--- config.mk ---
export PLATFORM = sky130hd
export DESIGN_NAME = module_serial_adder
export DESIGN_NICKNAME = d
export VERILOG_FILES = /design/src/rtl/module_serial_adder_pkg.sv /design/src/rtl/module_serial_adder_full_adder.sv /design/src/rtl/module_serial_adder.sv
export SDC_FILE = /design/constraint.sdc
export NUM_CORES = 1
export LEC_CHECK = 0
export BUFFER_PORTS_ARGS = -buffer_cell sky130_fd_sc_hd__clkbuf_2
export CAP_MARGIN = 20
export CORE_ASPECT_RATIO = 1.5
export CORE_UTILIZATION = 30
export CTS_CLUSTER_DIAMETER = 150
export DETAILED_ROUTE_END_ITERATION = 16
export SYNTH_ARGS = -nofsm -noshare
export SYNTH_HDL_FRONTEND = slang
export SYNTH_SLANG_ARGS = --single-unit
--- constraint.sdc ---
create_clock -name i_clk -period 1.9 [get_ports i_clk]
set_input_delay 0.19 -clock i_clk [delete_from_list [all_inputs] [get_ports i_clk]]
set_output_delay 0.19 -clock i_clk [all_outputs]
set_load 0.01 [all_outputs]
--- src/rtl/module_serial_adder_pkg.sv ---
// Shared definitions for the bit-serial adder: FSM state encoding and
// the bit-counter width helper.
package module_serial_adder_pkg;

    // IDLE waits for a request, ADD runs one bit per clock, DONE presents the result.
    typedef enum logic [1:0] {
        ST_IDLE = 2'd0,
        ST_ADD  = 2'd1,
        ST_DONE = 2'd2
    } state_t;

    // Bits needed to count 0 .. w-1 (w >= 2).
    function automatic int cnt_width(input int w);
        return $clog2(w);
    endfunction

endpackage

--- src/rtl/module_serial_adder_full_adder.sv ---
// One-bit full adder cell used as the serial adder's only arithmetic element.
module module_full_adder (
    input  logic i_bit1,
    input  logic i_bit2,
    input  logic i_carry,
    output logic o_sum,
    output logic o_carry
);

    assign o_sum   = i_bit1 ^ i_bit2 ^ i_carry;
    assign o_carry = (i_bit1 & i_bit2) | (i_bit1 & i_carry) | (i_bit2 & i_carry);

endmodule

--- src/rtl/module_serial_adder.sv ---
// Bit-serial WIDTH-bit adder: operands are shifted LSB first through a single
// full adder with the ripple carry held in a flip-flop. The result is
// registered and announced by a one-cycle o_valid pulse.
module module_serial_adder
    import module_serial_adder_pkg::*;
#(
    parameter int WIDTH = 8
) (
    input  logic             i_clk,
    input  logic             i_rst_n,
    input  logic             i_start,
    input  logic [WIDTH-1:0] i_operand1,
    input  logic [WIDTH-1:0] i_operand2,
    input  logic             i_carry,
    output logic             o_ready,
    output logic [WIDTH-1:0] o_sum,
    output logic             o_carry,
    output logic             o_valid
);

    localparam int               CNT_W    = cnt_width(WIDTH);
    localparam logic [CNT_W-1:0] CNT_LAST = CNT_W'(WIDTH - 1);

    state_t           r_state;
    state_t           w_state_nxt;
    logic [CNT_W-1:0] r_cnt;
    logic [WIDTH-1:0] r_a_sr;
    logic [WIDTH-1:0] r_b_sr;
    // Upper WIDTH-1 bits of the partial sum; the lowest bit of a full-width
    // sum shift register is always shifted out before it is read, so it is
    // not stored.
    logic [WIDTH-2:0] r_s_sr;
    logic             r_c_q;
    logic [WIDTH-1:0] r_sum;
    logic             r_carry;

    logic             w_accept;
    logic             w_in_add;
    logic             w_last;
    logic             w_fa_sum;
    logic             w_fa_carry;
    logic [WIDTH-2:0] w_fa_sum_msb;

    assign o_ready  = (r_state == ST_IDLE) || (r_state == ST_DONE);
    assign o_valid  = (r_state == ST_DONE);
    assign o_sum    = r_sum;
    assign o_carry  = r_carry;

    assign w_accept = i_start && o_ready;
    assign w_in_add = (r_state == ST_ADD);
    assign w_last   = w_in_add && (r_cnt == CNT_LAST);

    // New sum bit positioned at the top of the partial-sum register.
    assign w_fa_sum_msb = (WIDTH - 1)'(w_fa_sum) << (WIDTH - 2);

    module_full_adder u_fa (
        .i_bit1  (r_a_sr[0]),
        .i_bit2  (r_b_sr[0]),
        .i_carry (r_c_q),
        .o_sum   (w_fa_sum),
        .o_carry (w_fa_carry)
    );

    // Next-state logic: DONE lasts one cycle and doubles as an accept slot.
    always_comb begin
        w_state_nxt = r_state;
        case (r_state)
            ST_IDLE: if (w_accept) w_state_nxt = ST_ADD;
            ST_ADD:  if (w_last)   w_state_nxt = ST_DONE;
            ST_DONE: w_state_nxt = w_accept ? ST_ADD : ST_IDLE;
            default: w_state_nxt = ST_IDLE;
        endcase
    end

    // State register and bit counter; the counter stops at WIDTH-1.
    always_ff @(posedge i_clk or negedge i_rst_n) begin
        if (!i_rst_n) begin
            r_state <= ST_IDLE;
            r_cnt   <= '0;
        end else begin
            r_state <= w_state_nxt;
            if (w_accept) begin
                r_cnt <= '0;
            end else if (w_in_add && !w_last) begin
                r_cnt <= r_cnt + 1'b1;
            end
        end
    end

    // Operand shifters, ripple carry, partial sum and the held result.
    always_ff @(posedge i_clk or negedge i_rst_n) begin
        if (!i_rst_n) begin
            r_a_sr  <= '0;
            r_b_sr  <= '0;
            r_s_sr  <= '0;
            r_c_q   <= 1'b0;
            r_sum   <= '0;
            r_carry <= 1'b0;
        end else if (w_accept) begin
            r_a_sr <= i_operand1;
            r_b_sr <= i_operand2;
            r_c_q  <= i_carry;
            r_s_sr <= '0;
        end else if (w_in_add) begin
            r_a_sr <= r_a_sr >> 1;
            r_b_sr <= r_b_sr >> 1;
            r_c_q  <= w_fa_carry;
            r_s_sr <= (r_s_sr >> 1) | w_fa_sum_msb;
            if (w_last) begin
                r_sum   <= {w_fa_sum, r_s_sr};
                r_carry <= w_fa_carry;
            end
        end
    end

endmodule

After elaboration in Yosys (flattened, before gate mapping)
Cells that the tools add are included.
{ "word_totals": {"regBits": 38, "latch_bits": 0, "mem_bits_rw": 0, "mem_bits_ro": 0, "input_bits": 20, "output_inout_bits": 11, "elab_cells": 47, "mem_count": 0} }
{ "classes": {"n_addsub": 1, "multipliers": 0, "div": 0, "n_lt_le_gt_ge": 0, "eq_ne": 5, "n_shift": 0, "mux": 14, "bitwise": 9, "n_reduce_logical": 10} }
{ "op_table": {"columns": ["operator", "n"], "rows": [
  ["two-way mux 8 bit", 4],
  ["two-way mux 7 bit", 2],
  ["OR 6 x 7 -> 7 bit", 1],
  ["two-way mux 3 bit", 2],
  ["one-hot mux 2 bit (3 select lines)", 1],
  ["two-way mux 2 bit", 2],
  ["nonzero test 2 bit", 2],
  ["adder 3 x 1 -> 3 bit (second input constant)", 1],
  ["AND 1 bit", 3],
  ["equality test 3 bit (second input constant)", 1],
  ["logical AND 1 bit", 3],
  ["two-way mux 1 bit", 3],
  ["AND reduction 3 bit", 1],
  ["equality test 2 x 1 -> 1 bit (second input constant)", 1],
  ["equality test 2 bit (second input constant)", 1],
  ["zero test 2 bit", 1],
  ["!= test 2 x 1 -> 1 bit (second input constant)", 1],
  ["!= test 2 bit (second input constant)", 1],
  ["OR 1 bit", 2],
  ["AND reduction 2 bit", 1],
  ["XOR 1 bit", 2],
  ["zero test 1 bit", 1],
  ["logical OR 1 bit", 1],
  ["NOT 1 bit", 1]
]} }

Logic depth before layout (Yosys ltp)
{ "logic_depth": {"word_depth": 6, "ltp_mapped": 5, "depth_no_buf": 5} }

By module
From an unflattened synthesis, not the netlist that was laid out.
{ "hier_totals": {"hier_cells": 151, "hier_area_um2": 1816.7} }
{ "modules_own_cells": {"columns": ["mod", "n_inst", "cells_per_inst", "area_each_um2"], "rows": [
  ["module_serial_adder", 1, 150, 1796.7],
  ["module_full_adder", 1, 1, 20.0]
]} }

Worst setup path after synthesis
OpenSTA, ideal clock, no wires.
{ "synth_timing": {"path_type": "register to register", "startpoint": "reg r_cnt[0]", "endpoint": "reg r_cnt[0]", "t_arrival_ns": 1.301, "required_time_ns": 1.777, "setup_slack_ns": 0.476, "path_stages_with_launch": 6, "path_buffers": 0, "period_less_slack_ns": 1.424, "cell_sequence": "dfrtp_1 -> ha_1 -> ha_1 -> or2_2 -> a21oi_2 -> a21oi_1"} }
{ "synth_between": {"elab_chain_len": 5} }
{ "synth_lines": {"columns": ["element", "line_no", "text"], "rows": [
  ["start, declared", "module_serial_adder.sv:26", "logic [CNT_W-1:0] r_cnt;"],
  ["start signal, assigned", "module_serial_adder.sv:85", "r_cnt <= r_cnt + 1'b1;"],
  ["parallel branches: the longest is 5 deep, another holds adder 3 x 1 -> 3 bit", null, null]
]} }
Several ways; the timed one is not identified. The select of a mux whose other input is x is not followed.
A chain may end at the register's enable or synchronous reset.

Final worst setup path
{ "layout_timing": {"startpoint": "reg r_state[0]", "endpoint": "out o_ready"} }
{ "layout_between": {"elab_chain_len": 2} }
{ "layout_lines": {"columns": ["element", "line_no", "text"], "rows": [
  ["start, declared", "module_serial_adder.sv:24", "state_t r_state;"],
  ["start signal, assigned", "module_serial_adder.sv:81", "r_state <= w_state_nxt;"],
  ["equality test 2 bit or zero test 2 bit (tied branches)", "module_serial_adder.sv:44", "assign o_ready = (r_state == ST_IDLE) || (r_state == ST_DONE);"],
  ["logical OR 1 bit *", "module_serial_adder.sv:44", null],
  ["end, declared", "module_serial_adder.sv:15", "output logic o_ready,"]
]} }
Every way passes the cells marked *; elsewhere a longest branch is shown, timed or not.

==> results.md <==
- Die Outline Area: 6600 sq um
- Post-synthesis average cell area: approximately 12 sq um
- Outcome: complete, no violations
- Post-detailed-route count of antenna-violating nets: 0
- Fin Setup TNS: 0 ps
- Global-route wire length before repair: 6000 microns
- Measured slew at the worst slew-check pin: around 610 ps
- Nets: between 200 and 250
- Ranking of synthesized cells by area: sky130_fd_sc_hd__dfrtp_1 50%, sky130_fd_sc_hd__mux2i_1 11%, sky130_fd_sc_hd__mux2_4 7.2%
- Final period utilization: 83.3%
- GRT Total Usage: 11.9%
- Sinks on the clock net: 38
- Setup violations, final: 0
- # resized after CTS: 0
- Critical path, cell by cell: buf_4, inv_2, clkbuf_2
- Kind of capture point of the worst setup path: primary output
- HP Class: input port to flop
- Layout Skew: roughly 8.0 ps
- Place WS: ~410 ps
- Die Ht: 99.0 microns
- Setup repair after global routing missed its margin: no
- FMAX: 0.632 GHz
- Number of detailed-route iterations in the first pass: 4
- CTS H-tree lvls: 2
- Diode insertion count for antenna repair: 0
- CTS tree: yes
- Detailed-route DRC error count: 0
- Number of hold violations in the final report: 0
- Share of Yosys cell area claimed by the top area cell type: 50.5%
- Number of flops mapped to enable cells by yosys: 0
- Vias after detailed routing: approximately 1300
- Routability cong.: a little over 0.7
- Non-filler cells in the finished layout: between 200 and 300
- Min Tclk post-route: around 1600 ps
- Cells after DPL: between 200 and 300
- Mapped cell area: around 1900 sq um
- Total design power: between 3000 and 4000 uW
- Worst Path Max Fanout: 38
- Post-synthesis cell count: roughly 160
- Total gr overflow: 0
- Count of synthesis-stage warnings from yosys: 0
- Count of final max-slew check failures: 0
- Initial cell density of the core: 30.9%
- Standard-cell row count: 35
- Main flop type after synthesis: sky130_fd_sc_hd__dfrtp_1
- Slowest stage cell on the critical path: sky130_fd_sc_hd__dfrtp_1
- Drt initial violations: 94
- WL per Instance: about 13 microns
- Placed wire-length estimate: ~2400 microns
- Maximum buffer depth of the clock tree: 2
- Total of flip-flops plus latches after synthesis: 38
- Area of the core region: 6090 sq um
- P&R area growth vs syn: 17.7%
- Sequential fraction of the synthesis area: roughly 50%
- Clk Latency, worst-skew pair: 290 ps
- Delay contributed by the slowest stage of the critical path: 390 ps
- Top-count cell post-synth: sky130_fd_sc_hd__dfrtp_1
- Pin count of the biggest net entering global routing: 39
- Share of flip-flops with an asynchronous set or reset: 100%
- Synthesized netlist net count: between 150 and 200
- Setup CP Type: flop to primary output
- CTS Root Buffer Type: sky130_fd_sc_hd__clkbuf_8
- Most area-hungry cell type in the Yosys netlist: sky130_fd_sc_hd__dfrtp_1
- Number of different library cells in the post-synthesis netlist: 27
- Routed wire length: approximately 3600 microns
- Relative max-transition margin: between 50% and 60%
- Critical path arrival: 1390 ps
- Inserted Clock Buffers: 5
- Pleak: about 0.0010 uW
- Width of the die: ~67 microns
- Average via count per standard cell: approximately 5
- Max rail drop VDD: 0.485 mV
- Clock transition at the register clock pins on the worst setup and hold paths after CTS: 80 ps
- Boundary Pins: 31
- Worst reg-to-reg setup slack: 400 ps
- Reported max-cap violation count: 0
- Final worst slack: 317 ps
- Cell types with the highest counts after synthesis: 38 x sky130_fd_sc_hd__dfrtp_1, 20 x sky130_fd_sc_hd__mux2i_1, 17 x sky130_fd_sc_hd__a21oi_1
- Critical path launch point type: flop
- Required time of the critical path: 1710 ps
- Share of cells above drive strength 1: 28.9%
- Areal power density over the cells: around 1600 nW/um^2
- Vias in the first global route: about 1200
- Number of input and output port buffers inserted: 30
- Initial antenna violation count: 0
area by class of cell:
| class | instances | area (sq um) |
|---|---|---|
| Fill cell | 612 | 3870 |
| Clock buffer | 5 | 68.8 |
| Timing Repair Buffer | 36 | 198 |
| Inverter | 4 | 15.0 |
| Sequential cell | 38 | 951 |
| Tap cell | 74 | 92.6 |
| Clock inverter | 3 | 40.0 |
| Multi-Input combinational cell | 111 | 852 |
where the power goes:
part	total [uW]	internal, uW	switching [uW]	leakage (uW)
sequential	1470	1180	288	0.000465
clock	671	386	284	0.0000579
combinational	1300	694	603	0.000486
sequential cells by signal, summed over array words and instances, names as in the netlist:
name,cells
o_carry,1
r_cnt,3
r_state,2
r_c_q,1
r_b_sr,8
r_s_sr,7
r_a_sr,8
o_sum,8
repair_timing:
action,4_1_cts,5_1_grt
endpoints found under the setup margin,0,0
endpoints found under the hold margin,38,0
hold buffers,1,0
buffers inserted,0,0
stage by stage:
step / instance area (sq um) / hold WS, ps / util [%]
3_3_place_gp: 2100 / 277 / 34.5
4_1_cts: 2220 / 170 / 36.4
6_report: 2220 / 175 / 36.4
3_5_place_dp: 2100 / 277 / 34.5
2_1_floorplan: 1880 / -106 / -
5_1_grt: 2220 / 177 / 36.4
cell usage in the layout (no fill, tap or decap):
cell type	count
sky130_fd_sc_hd__a211oi_1	13
sky130_fd_sc_hd__a21o_1	1
sky130_fd_sc_hd__bufinv_16	1
sky130_fd_sc_hd__nand2_4	1
sky130_fd_sc_hd__nand2_1	8
sky130_fd_sc_hd__mux2i_1	20
sky130_fd_sc_hd__buf_4	5
sky130_fd_sc_hd__a32o_1	1
sky130_fd_sc_hd__a22o_1	1
sky130_fd_sc_hd__clkbuf_2	30
sky130_fd_sc_hd__nor2_1	2
sky130_fd_sc_hd__inv_1	3
sky130_fd_sc_hd__dlygate4sd3_1	1
sky130_fd_sc_hd__o21ai_0	5
sky130_fd_sc_hd__nor2b_4	1
sky130_fd_sc_hd__nand2b_1	2
sky130_fd_sc_hd__or2_2	1
sky130_fd_sc_hd__inv_2	1
sky130_fd_sc_hd__mux2_4	9
sky130_fd_sc_hd__a21oi_1	17
sky130_fd_sc_hd__a21oi_2	1
sky130_fd_sc_hd__clkbuf_8	5
sky130_fd_sc_hd__nand3_1	7
sky130_fd_sc_hd__dfrtp_1	38
sky130_fd_sc_hd__nor2b_1	14
sky130_fd_sc_hd__fa_1	1
sky130_fd_sc_hd__ha_1	2
sky130_fd_sc_hd__clkinv_2	2
sky130_fd_sc_hd__o22ai_1	4
final timing paths:
| path | cells after the start | endpoint | startpoint |
|---|---|---|---|
| worst max-delay path | 3 | o_ready | r_state[0] |
| worst min-delay path | 3 | r_a_sr[4] | i_operand1[4] |
| worst max register to register | 5 | r_cnt[0] | r_cnt[0] |
| worst min register to register | 1 | r_cnt[0] | r_cnt[0] |
| max in group asynchronous | 3 | r_b_sr[6] | i_rst_n |
| min in group asynchronous | 3 | r_b_sr[1] | i_rst_n |
layer usage:
metal / share of wire, % / wire length, microns / global-route usage (%)
met5: 0 / 0 / 0
met4: 1.5 / 54 / 4.91
met3: 4.2 / 149 / 2.78
met2: 48 / 1720 / 18.2
met1: 46 / 1640 / 15.9
cell families (layout without fill, tap and decap cells):
group / after synthesis / in the layout / share of synthesized area [%]
buffers and inverters: 14 / 48 / 4.25
AOI/OAI and AO/OA: 43 / 43 / 14.2
adders and majority gates: 3 / 3 / 2.39
muxes: 29 / 29 / 17.8
and+or+nand+nor: 36 / 36 / 10.8
DFF: 38 / 38 / 50.5
critical path, delay by kind of cell (launching register included):
kind                   cells  cell delay, ps
buffers and inverters      3             690
flip-flops                 1             390
No activity file was read; power rests on OpenSTA's default activity.
